--- src/rtl/hdmi_clk_source_ctrl_pkg.sv ---
// Shared types for the HDMI clock-source controller: FSM states, mux
// target encodings and the window range qualifier.
package clk_src_pkg;

    typedef enum logic [1:0] {
        OFFLINE = 2'd0,
        QUALIFY = 2'd1,
        ONLINE  = 2'd2,
        SWITCH  = 2'd3
    } state_t;

    localparam logic SRC_LOCAL = 1'b0;
    localparam logic SRC_HDMI  = 1'b1;

    function automatic logic cnt_in_range(input logic [31:0] cnt,
                                          input logic [31:0] lo,
                                          input logic [31:0] hi);
        return (cnt >= lo) && (cnt <= hi);
    endfunction

endpackage

--- src/rtl/hdmi_clk_source_ctrl_if.sv ---
// Status/control bundle between the clock-source controller and its user.
interface hdmi_clk_source_ctrl_if #(
    parameter int CNT_W = 16
);
    logic             hdmi_tgl;
    logic             hpd;
    logic             force_local;
    logic             online;
    logic             rst_out;
    logic [CNT_W-1:0] freq_cnt;
    logic             meas_valid;
    logic [2:0]       qual_cnt;

    modport master (
        output hdmi_tgl, hpd, force_local,
        input  online, rst_out, freq_cnt, meas_valid, qual_cnt
    );

    modport slave (
        input  hdmi_tgl, hpd, force_local,
        output online, rst_out, freq_cnt, meas_valid, qual_cnt
    );
endinterface

--- src/rtl/hdmi_clk_source_ctrl_edge_rate_meter.sv ---
// Counts synchronised hdmi_tgl transitions over fixed windows of the local
// clock and publishes the per-window count with a one-cycle valid pulse.
module edge_rate_meter #(
    parameter int WIN_CYCLES = 65536,
    parameter int CNT_W      = 16
) (
    input  logic             clk,
    input  logic             rst,
    input  logic             tgl,
    output logic [CNT_W-1:0] freq_cnt,
    output logic [CNT_W-1:0] freq_cnt_next,
    output logic             meas_valid,
    output logic             win_end
);
    localparam int                WCNT_W    = (WIN_CYCLES > 1) ? $clog2(WIN_CYCLES) : 1;
    localparam logic [WCNT_W-1:0] WCNT_LAST = WCNT_W'(WIN_CYCLES - 1);
    localparam logic [CNT_W-1:0]  ECNT_MAX  = '1;

    logic [2:0]        sync_reg;
    logic              tgl_prev_reg;
    logic [WCNT_W-1:0] wcnt_reg;
    logic [CNT_W-1:0]  ecnt_reg;
    logic [CNT_W-1:0]  ecnt_next;
    logic [CNT_W-1:0]  freq_cnt_reg;
    logic              meas_valid_reg;
    logic              edge_seen;

    assign edge_seen = sync_reg[2] ^ tgl_prev_reg;
    assign win_end   = (wcnt_reg == WCNT_LAST);

    // Saturating count; a transition landing on win_end still belongs to
    // the window that is closing.
    always_comb begin
        ecnt_next = ecnt_reg;
        if (edge_seen && (ecnt_reg != ECNT_MAX)) begin
            ecnt_next = ecnt_reg + 1'b1;
        end
    end

    assign freq_cnt_next = ecnt_next;

    always_ff @(posedge clk or posedge rst) begin
        if (rst) begin
            sync_reg       <= '0;
            tgl_prev_reg   <= 1'b0;
            wcnt_reg       <= '0;
            ecnt_reg       <= '0;
            freq_cnt_reg   <= '0;
            meas_valid_reg <= 1'b0;
        end else begin
            sync_reg       <= {sync_reg[1:0], tgl};
            tgl_prev_reg   <= sync_reg[2];
            meas_valid_reg <= win_end;
            if (win_end) begin
                wcnt_reg     <= '0;
                ecnt_reg     <= '0;
                freq_cnt_reg <= ecnt_next;
            end else begin
                wcnt_reg <= wcnt_reg + 1'b1;
                ecnt_reg <= ecnt_next;
            end
        end
    end

    assign freq_cnt   = freq_cnt_reg;
    assign meas_valid = meas_valid_reg;

endmodule

--- src/rtl/hdmi_clk_source_ctrl.sv ---
// Qualifies the HDMI recovered clock and drives the BUFGMUX select, holding
// the downstream reset across every source change.
module hdmi_clk_source_ctrl
    import clk_src_pkg::*;
#(
    parameter int WIN_CYCLES    = 65536,
    parameter int CNT_W         = 16,
    parameter int MIN_CNT       = 600,
    parameter int MAX_CNT       = 950,
    parameter int QUAL_WINS     = 4,
    parameter int SETTLE_CYCLES = 256
) (
    input logic                  clk,
    input logic                  rst,
    hdmi_clk_source_ctrl_if.slave bus
);
    localparam int            SW          = (SETTLE_CYCLES > 1) ? $clog2(SETTLE_CYCLES) : 1;
    localparam logic [SW-1:0] SETTLE_LOAD = SW'(SETTLE_CYCLES - 1);
    localparam logic [2:0]    QUAL_LAST   = 3'(QUAL_WINS);
    localparam logic [31:0]   MIN_L       = MIN_CNT;
    localparam logic [31:0]   MAX_L       = MAX_CNT;

    logic [1:0]       hpd_sync_reg;
    logic             hpd_s;
    logic [CNT_W-1:0] freq_cnt;
    logic [CNT_W-1:0] freq_cnt_next;
    logic             meas_valid;
    logic             win_end;
    logic             in_range;

    state_t           state_reg, state_next;
    logic             target_reg, target_next;
    logic [2:0]       qual_reg, qual_next;
    logic [SW-1:0]    settle_reg, settle_next;
    logic             online_reg, online_next;
    logic             rst_out_reg, rst_out_next;
    logic             go_switch;
    logic             go_target;

    edge_rate_meter #(
        .WIN_CYCLES (WIN_CYCLES),
        .CNT_W      (CNT_W)
    ) u_meter (
        .clk           (clk),
        .rst           (rst),
        .tgl           (bus.hdmi_tgl),
        .freq_cnt      (freq_cnt),
        .freq_cnt_next (freq_cnt_next),
        .meas_valid    (meas_valid),
        .win_end       (win_end)
    );

    assign hpd_s    = hpd_sync_reg[1];
    assign in_range = cnt_in_range(32'(freq_cnt_next), MIN_L, MAX_L) && hpd_s;

    always_ff @(posedge clk or posedge rst) begin
        if (rst) begin
            hpd_sync_reg <= '0;
            state_reg    <= SWITCH;
            target_reg   <= SRC_LOCAL;
            qual_reg     <= '0;
            settle_reg   <= SETTLE_LOAD;
            online_reg   <= 1'b0;
            rst_out_reg  <= 1'b1;
        end else begin
            hpd_sync_reg <= {hpd_sync_reg[0], bus.hpd};
            state_reg    <= state_next;
            target_reg   <= target_next;
            qual_reg     <= qual_next;
            settle_reg   <= settle_next;
            online_reg   <= online_next;
            rst_out_reg  <= rst_out_next;
        end
    end

    always_comb begin
        state_next   = state_reg;
        target_next  = target_reg;
        qual_next    = qual_reg;
        settle_next  = settle_reg;
        online_next  = online_reg;
        rst_out_next = rst_out_reg;
        go_switch    = 1'b0;
        go_target    = SRC_LOCAL;

        case (state_reg)
            OFFLINE: begin
                if (!bus.force_local && win_end && in_range) begin
                    if (QUAL_WINS == 1) begin
                        go_switch = 1'b1;
                        go_target = SRC_HDMI;
                    end else begin
                        state_next = QUALIFY;
                        qual_next  = 3'd1;
                    end
                end
            end
            QUALIFY: begin
                if (bus.force_local || !hpd_s) begin
                    state_next = OFFLINE;
                    qual_next  = '0;
                end else if (win_end) begin
                    if (!in_range) begin
                        state_next = OFFLINE;
                        qual_next  = '0;
                    end else if ((qual_reg + 3'd1) == QUAL_LAST) begin
                        go_switch = 1'b1;
                        go_target = SRC_HDMI;
                    end else begin
                        qual_next = qual_reg + 3'd1;
                    end
                end
            end
            ONLINE: begin
                // One bad window is enough to fall back; re-entry needs full qualification.
                if (bus.force_local || !hpd_s || (win_end && !in_range)) begin
                    go_switch = 1'b1;
                    go_target = SRC_LOCAL;
                end
            end
            SWITCH: begin
                if ((target_reg == SRC_HDMI) && (bus.force_local || !hpd_s)) begin
                    go_switch = 1'b1;
                    go_target = SRC_LOCAL;
                end else if (settle_reg == '0) begin
                    rst_out_next = 1'b0;
                    state_next   = (target_reg == SRC_HDMI) ? ONLINE : OFFLINE;
                end else begin
                    settle_next = settle_reg - 1'b1;
                end
            end
            default: begin
                state_next = OFFLINE;
            end
        endcase

        // The select and the downstream reset change on the same edge.
        if (go_switch) begin
            state_next   = SWITCH;
            target_next  = go_target;
            online_next  = go_target;
            rst_out_next = 1'b1;
            settle_next  = SETTLE_LOAD;
            qual_next    = '0;
        end
    end

    assign bus.online     = online_reg;
    assign bus.rst_out    = rst_out_reg;
    assign bus.qual_cnt   = qual_reg;
    assign bus.freq_cnt   = freq_cnt;
    assign bus.meas_valid = meas_valid;

endmodule
--- src/flat_wrapper.sv ---
// flat-port wrapper written by rule: the top's interface ports become plain ports
module hdmi_clk_source_ctrl_flat import clk_src_pkg::*;
#(
    parameter int WIN_CYCLES    = 65536,
    parameter int CNT_W         = 16,
    parameter int MIN_CNT       = 600,
    parameter int MAX_CNT       = 950,
    parameter int QUAL_WINS     = 4,
    parameter int SETTLE_CYCLES = 256
)
  (clk, rst, bus_hdmi_tgl, bus_hpd, bus_force_local, bus_online, bus_rst_out, bus_freq_cnt, bus_meas_valid, bus_qual_cnt);
  hdmi_clk_source_ctrl_if #(.CNT_W(CNT_W)) bus_i ();
  input logic clk;
  input logic rst;
  input wire logic [$bits(bus_i.hdmi_tgl)-1:0] bus_hdmi_tgl;
  input wire logic [$bits(bus_i.hpd)-1:0] bus_hpd;
  input wire logic [$bits(bus_i.force_local)-1:0] bus_force_local;
  output wire logic [$bits(bus_i.online)-1:0] bus_online;
  output wire logic [$bits(bus_i.rst_out)-1:0] bus_rst_out;
  output wire logic [$bits(bus_i.freq_cnt)-1:0] bus_freq_cnt;
  output wire logic [$bits(bus_i.meas_valid)-1:0] bus_meas_valid;
  output wire logic [$bits(bus_i.qual_cnt)-1:0] bus_qual_cnt;
  assign bus_i.hdmi_tgl = bus_hdmi_tgl;
  assign bus_i.hpd = bus_hpd;
  assign bus_i.force_local = bus_force_local;
  assign bus_online = bus_i.online;
  assign bus_rst_out = bus_i.rst_out;
  assign bus_freq_cnt = bus_i.freq_cnt;
  assign bus_meas_valid = bus_i.meas_valid;
  assign bus_qual_cnt = bus_i.qual_cnt;
  hdmi_clk_source_ctrl #(.WIN_CYCLES(WIN_CYCLES), .CNT_W(CNT_W), .MIN_CNT(MIN_CNT), .MAX_CNT(MAX_CNT), .QUAL_WINS(QUAL_WINS), .SETTLE_CYCLES(SETTLE_CYCLES)) u_core (.clk(clk), .rst(rst), .bus(bus_i));
endmodule
--- config.mk ---
export PLATFORM = sky130hd
export DESIGN_NAME = hdmi_clk_source_ctrl_flat
export DESIGN_NICKNAME = d
export VERILOG_FILES = /design/src/rtl/hdmi_clk_source_ctrl_pkg.sv /design/src/rtl/hdmi_clk_source_ctrl_if.sv /design/src/rtl/hdmi_clk_source_ctrl_edge_rate_meter.sv /design/src/rtl/hdmi_clk_source_ctrl.sv /design/src/flat_wrapper.sv
export SDC_FILE = /design/constraint.sdc
export NUM_CORES = 1
export LEC_CHECK = 0
export CORE_MARGIN = 2
export CORE_UTILIZATION = 53
export CTS_CLUSTER_DIAMETER = 60
export CTS_CLUSTER_SIZE = 8
export DETAILED_ROUTE_END_ITERATION = 12
export PLACE_DENSITY = 0.79
export RECOVER_POWER = 50
export SLEW_MARGIN = 0
export SYNTH_ARGS = -nofsm -noshare
export SYNTH_HDL_FRONTEND = slang
export SYNTH_HIERARCHICAL = 1
export SYNTH_SLANG_ARGS = --single-unit
export TNS_END_PERCENT = 50
--- constraint.sdc ---
create_clock -name clk -period 3.1 [get_ports clk]
set_clock_uncertainty 0.05 [all_clocks]
set_input_delay 0.465 -clock clk [delete_from_list [all_inputs] [get_ports clk]]
set_output_delay 0.465 -clock clk [all_outputs]
set_load 0.03 [all_outputs]
* After elaboration in Yosys (flattened, before gate mapping)
Index checks and enable logic that the tools add are counted.
** Storage, ports and cells
- Input bits :: 5
- Output and inout bits :: 22
- Word-level logic and storage cells :: 90
- Register bits after elaboration :: 70
** Cells by class
- Reductions and logical operators :: 22
- Bitwise gates (word level) :: 1
- Eq/ne operators :: 14
- $add $sub $neg :: 4
- Muxes and demuxes :: 35
- $lt $le $gt $ge :: 2
** Operators by type and width (count)
- 16-bit 2-to-1 mux :: 3
- 16-bit by 1-bit adder with 16-bit output, second input constant :: 2
- 8-bit 2-to-1 mux :: 4
- 3-bit 2-to-1 mux :: 6
- 16-bit == test, second input constant :: 1
- 16-bit by 10-bit greater-or-equal comparator with 1-bit output, second input constant :: 1
- 16-bit by 10-bit <= comparator with 1-bit output, second input constant :: 1
- 2-bit 2-to-1 mux :: 8
- 16-bit inequality test, second input constant :: 1
- 1-bit 2-to-1 mux :: 11
- 8-bit zero test :: 1
- 8-bit by 1-bit subtractor with 8-bit output, second input constant :: 1
- 1-bit logical AND :: 7
- 3-bit by 1-bit inequality test with 1-bit output, second input constant :: 2
- 2-bit one-hot mux with 3 select lines :: 1
- 3-bit one-hot mux with 2 select lines :: 1
- 3-bit AND reduction :: 2
- 6-bit AND reduction :: 1
- 5-bit inequality test, second input constant :: 1
- 2-bit == test, second input constant :: 2
- 2-bit by 1-bit inequality test with 1-bit output, second input constant :: 2
- 4-bit by 2-bit inequality test with 1-bit output, second input constant :: 1
- 4-bit inequality test, second input constant :: 1
- 4-bit AND reduction :: 1
- other kinds (12) :: 16

* Logic depth before layout (Yosys ltp)
- Depth after elaboration :: 13
- Mapped depth :: 11
- Mapped depth without buffers :: 10

* Modules after synthesis
The synthesis kept the hierarchy.
** By module, submodules not included
- edge_rate_meter :: times used 1, cells each 248, sequential area each 1326.3 um2, area each 2448.6 um2
- hdmi_clk_source_ctrl :: times used 1, cells each 120, sequential area each 439.2 um2, area each 1191.1 um2

* Least setup slack after synthesis
Ideal clock, no wire load.
- Kind :: register -> register
- From :: register u_core.u_meter.ecnt_reg[0]
- To :: register u_core.state_reg[0]
- Slack :: 0.090 ns
- Cell stages (with the launch flop) :: 11
- Required time :: 2.969 ns
- Setup time :: 0.081 ns
- Clock period less this slack :: 3.010 ns
- Data arrival time :: 2.880 ns
- Buffers on the path :: 0
- Cells stage by stage :: dfrtp_1 > ha_1 > nand3_1 > o41ai_1 > mux2i_1 > inv_1 > a311oi_2 > o311a_2 > a21oi_2 > or3_1 > a32oi_1
** On the way
- Longest elaborated chain between the ends :: 13
- Elaborated cells on any way between the ends :: 25
- Those cells by class :: add/sub (1); order compare (2); eq/ne (6); mux (7); reduce/logical (9)
** Ends and longest elaborated chain
- from (decl) :: RTL line hdmi_clk_source_ctrl_edge_rate_meter.sv:22 : logic [CNT_W-1:0] ecnt_reg;
- from (signal assigned) :: RTL line hdmi_clk_source_ctrl_edge_rate_meter.sv:60 : ecnt_reg <= ecnt_next;
- branches (longest 2 deep; another with 16-bit by 1-bit adder with 16-bit output)
- 16-bit 2-to-1 mux * :: RTL line hdmi_clk_source_ctrl_edge_rate_meter.sv:35 : if (edge_seen && (ecnt_reg != ECNT_MAX)) begin
- via u_core.freq_cnt_next[1] :: RTL line hdmi_clk_source_ctrl.sv:26 : logic [CNT_W-1:0] freq_cnt_next;
- 16-bit by 10-bit greater-or-equal comparator with 1-bit output or 16-bit by 10-bit <= comparator with 1-bit output (tied branches) :: RTL line hdmi_clk_source_ctrl_pkg.sv:18 : return (cnt >= lo) && (cnt <= hi);
- 1-bit logical AND * :: RTL line hdmi_clk_source_ctrl_pkg.sv:18
- 1-bit logical AND * :: RTL line hdmi_clk_source_ctrl.sv:54 : assign in_range = cnt_in_range(32'(freq_cnt_next), MIN_L, MAX_L) && hpd_s;
- 1-bit zero test
- 1-bit logical AND :: RTL line hdmi_clk_source_ctrl.sv:116 : if (bus.force_local || !hpd_s || (win_end && !in_range)) begin
- 1-bit logical OR :: RTL line hdmi_clk_source_ctrl.sv:116
- 1-bit 2-to-1 mux :: RTL line hdmi_clk_source_ctrl.sv:116
- 1-bit one-hot mux with 3 select lines :: RTL line hdmi_clk_source_ctrl.sv:86 : case (state_reg)
- 4-bit inequality test (no line), or another cell as far along
- 6-bit AND reduction (no line)
- to (signal assigned) :: RTL line hdmi_clk_source_ctrl.sv:67 : state_reg <= state_next;
- to (decl) :: RTL line hdmi_clk_source_ctrl.sv:31 : state_t state_reg, state_next;
Mark *: on every way through the listed nets, which the timed path passes.
A chain may end at the register's enable or synchronous reset.

* Final worst setup path
- From :: register u_core.u_meter.ecnt_reg[8]
- To :: register u_core.state_reg[0]
The elaborated chain is that of the path after synthesis.

==> results.py <==
metrics = {
    "run_status": {
        "status": "finished, final reports clean",
    },
    "clocking": {
        "h-tree-depth": 3,
        "clk_pin_slew_ns": 0.07,
        "clkLatencyLatePin_ns": 0.35,
        "cts_tree": "done",
        "cts_sinks": 70,
        "cts_buffer_depth": 2,
        "clockRootBuffer": "clkbuf_8",
        "cts_made_buffers": 9,
    },
    "hold_path": {
        "hold_class": "register to register",
        "min_from": "u_core/hpd_sync_reg[0]",
    },
    "routing": {
        "wl_um": 8160,
        "ant_nets": 0,
        "dr.pass1.iters": 5,
        "drc": 0,
        "viasPerCell": 5.89,
        "via_count": 3027,
        "wl_per_cell_um": 15.9,
        "drt_iter0_drc": 268,
    },
    "setup_path": {
        "r2r_slack_ns": 0.06,
        "critical_path.reg2reg.endpoint": "u_core/state_reg[0]",
        "critical_path.endpoint": "u_core/state_reg[0]",
        "rr_startpoint": "u_core/u_meter/ecnt_reg[8]",
        "cp-start-kind": "register",
        "cp-end-kind": "register",
        "reg2reg_depth": 10,
        "worstPathRequired_ns": 3.32,
        "crit_path_start": "u_core/u_meter/ecnt_reg[8]",
        "cp_max_fo": 6,
        "crit_arrival_ns": 3.26,
        "crit_type": "register to register",
    },
    "synthesis": {
        "synth-xor-area-share_pct": 5.53,
        "synthTopCellsByCount": "59 x dfrtp_1, 42 x nand2_1, 31 x nor2_1",
        "yosys.area_share.simple_pct": 23.1,
        "async_reset_ff_share_pct": 100,
        "yosys.area_share.adder_pct": 2.06,
        "synth_mux_area_share_pct": 0.825,
        "synth_top_area_share_pct": 40.6,
        "mappedNetlistNets": 379,
        "synth_cell_types": 58,
        "synth_area_leader_cell": "dfrtp_1",
        "synth-compound-area-share_pct": 15.8,
        "yosysSeqAreaShare_pct": 48.5,
        "ys_ff_latch": 70,
        "postSynthAreaPerCell_um2": 9.89,
        "synthCells": 368,
        "yosys_most_used_dff": "dfrtp_1",
        "synth_area_mm2": 0.00364,
        "synth_top_family_by_area": "simple AND/OR/NAND/NOR gates",
        "synth_area_leaders": "dfrtp_1 41%, dfstp_2 7.9%, nand2_1 4.3%",
        "ys_warn_count": 6,
        "yosysMostFrequentCell": "dfrtp_1",
        "synth_edf_count": 0,
    },
    "pwr": {
        "ir_worst_vdd_v": 0.000314,
        "p_per_area_mw_per_mm2": 516,
        "p_leak_nw": 2.02,
    },
    "timing": {
        "fmax_ghz": 0.329,
        "tightest_slew_ns": 1.29,
        "setup_tns_ns": 0,
        "finalHoldViolCount": 0,
        "maxSlewHeadroom_pct": 14.0,
        "hold_slack_ns": 0.301,
        "finalCriticalPeriod_ns": 3.04,
        "setup_violations": 0,
        "drv_slew": 0,
        "fin_crit_sh_pct": 98.2,
    },
    "placed_design": {
        "globalplace.congestion": 0.892,
        "io_buffers": 26,
        "place_inst": 489,
        "hpwlAfterDp_um": 5350,
    },
    "cells_and_area": {
        "fillers": 497,
        "diodes": 0,
        "area.growth.synth_to_final_pct": 25.0,
        "nets": 440,
        "layout-drive-gt1-share_pct": 20.0,
        "final_cell_count_no_fill": 514,
    },
    "floorplanning": {
        "die_area_mm2": 0.00755,
        "die-width_um": 86.9,
        "io_pins": 27,
        "design.core.area_mm2": 0.00672,
        "initial_core_util_pct": 54.2,
        "num_rows": 30,
        "die_h_um": 86.9,
    },
    "global_routing": {
        "antenna_found_initial": 0,
        "grt_util_all_layers_pct": 21.6,
        "grt_pass1_vias": 2777,
        "grt_pass1_wl_um": 12800,
        "grt_overflow_total": 0,
        "grt_max_degree": 54,
    },
    "flow_run": {
        "maxCapViolations": 0,
    },
}
## cells by family (layout without fill, tap and decap cells)
family | after synthesis | after routing
AOI/OAI and AO/OA | 78 | 78
xor gates and xnor gates | 23 | 23
adders and majority gates | 6 | 6
buffers and inverters | 33 | 98
DFF | 70 | 70
muxes | 3 | 3
and+or+nand+nor | 155 | 156
## metal layers
metal  routed length (um)  track usage, %  up-vias
met5                    0               0        -
met4                  121            6.68        0
met3                  492            5.31       17
met2                 3780            32.1      101
met1                 3770            31.1     1439
li1                     -               -     1470
## area by class of cell
class	instances	area (um^2)	share of cell area [%]
inverters	23	100	2.20
clock buffers	12	155	3.41
flip-flops and latches	70	1770	38.8
well taps	80	100	2.20
multi-input cells	266	1850	40.7
clock inverters	4	68.8	1.51
repair buffers	59	505	11.1
## per-stage QoR
step	cell area [um^2]	power [mW]	utilization (%)	setup slack [ns]
2_1_floorplan	3640	1.25	-	0.0898
3_3_place_gp	4150	1.43	61.8	0.133
3_5_place_dp	4150	1.45	61.8	0.0448
4_1_cts	4370	2.27	65.1	0.0213
5_1_grt	4550	2.44	67.7	-0.0439
6_report	4550	2.35	67.7	0.0566
## power by group
group          leakage, nW  internal [mW]  switching, mW
clock                0.114          0.493          0.331
sequential           0.895          0.962         0.0458
combinational         1.01          0.220          0.295
## cell usage in the layout (no fill, tap or decap), types with 3 or more instances in the layout
master | netlist | layout
a21o_1 | 3 | 3
a21oi_1 | 12 | 12
a31oi_1 | 8 | 8
and2_1 | 3 | 3
and3_1 | 3 | 3
buf_4 | 0 | 32
clkbuf_8 | 0 | 11
clkdlybuf4s50_1 | 0 | 23
dfrtp_1 | 59 | 58
dfstp_2 | 11 | 11
dlygate4sd3_1 | 0 | 3
ha_1 | 6 | 5
inv_1 | 20 | 19
nand2_1 | 42 | 42
nand3_1 | 20 | 18
nand4_1 | 13 | 13
nor2_1 | 31 | 31
nor3_1 | 7 | 7
nor4_1 | 8 | 7
o211ai_1 | 5 | 5
o21ai_0 | 17 | 14
o21ai_1 | 2 | 5
o31ai_1 | 9 | 8
or3_1 | 5 | 5
or4_1 | 7 | 7
xnor2_1 | 10 | 10
xor2_1 | 13 | 12
## worst max-delay path: stages, from the launching register on
cell and delay (ns):
dfrtp_1 0.42, nand4_1 0.28, nor4b_2 0.34, buf_4 0.17, mux2i_2 0.23, inv_1 0.10
nor4_4 0.43, o311a_4 0.32, a21oi_2 0.07, or3_1 0.38, a32oi_1 0.18
## how the worst min path moves through the flow
stage	end	slack, ns	cells past startpoint
6_report	u_core/hpd_sync_reg[1]	0.30	0
5_1_grt	u_core/hpd_sync_reg[1]	0.32	0
4_1_cts	u_core/hpd_sync_reg[1]	0.30	0
3_5_place_dp	u_core/hpd_sync_reg[1]	0.29	0
3_3_place_gp	u_core/hpd_sync_reg[1]	0.28	0
2_1_floorplan	u_core/hpd_sync_reg[1]	0.28	0
## what timing repair did
item / 4_1_cts / 5_1_grt
endpoints found under the setup margin: 0 / 13
endpoints found under the hold margin: 0 / 0
hold buffers: 0 / 0
gates resized for setup: 0 / 22
buffers inserted: 0 / 9
Power figures use the tool's default switching activity.
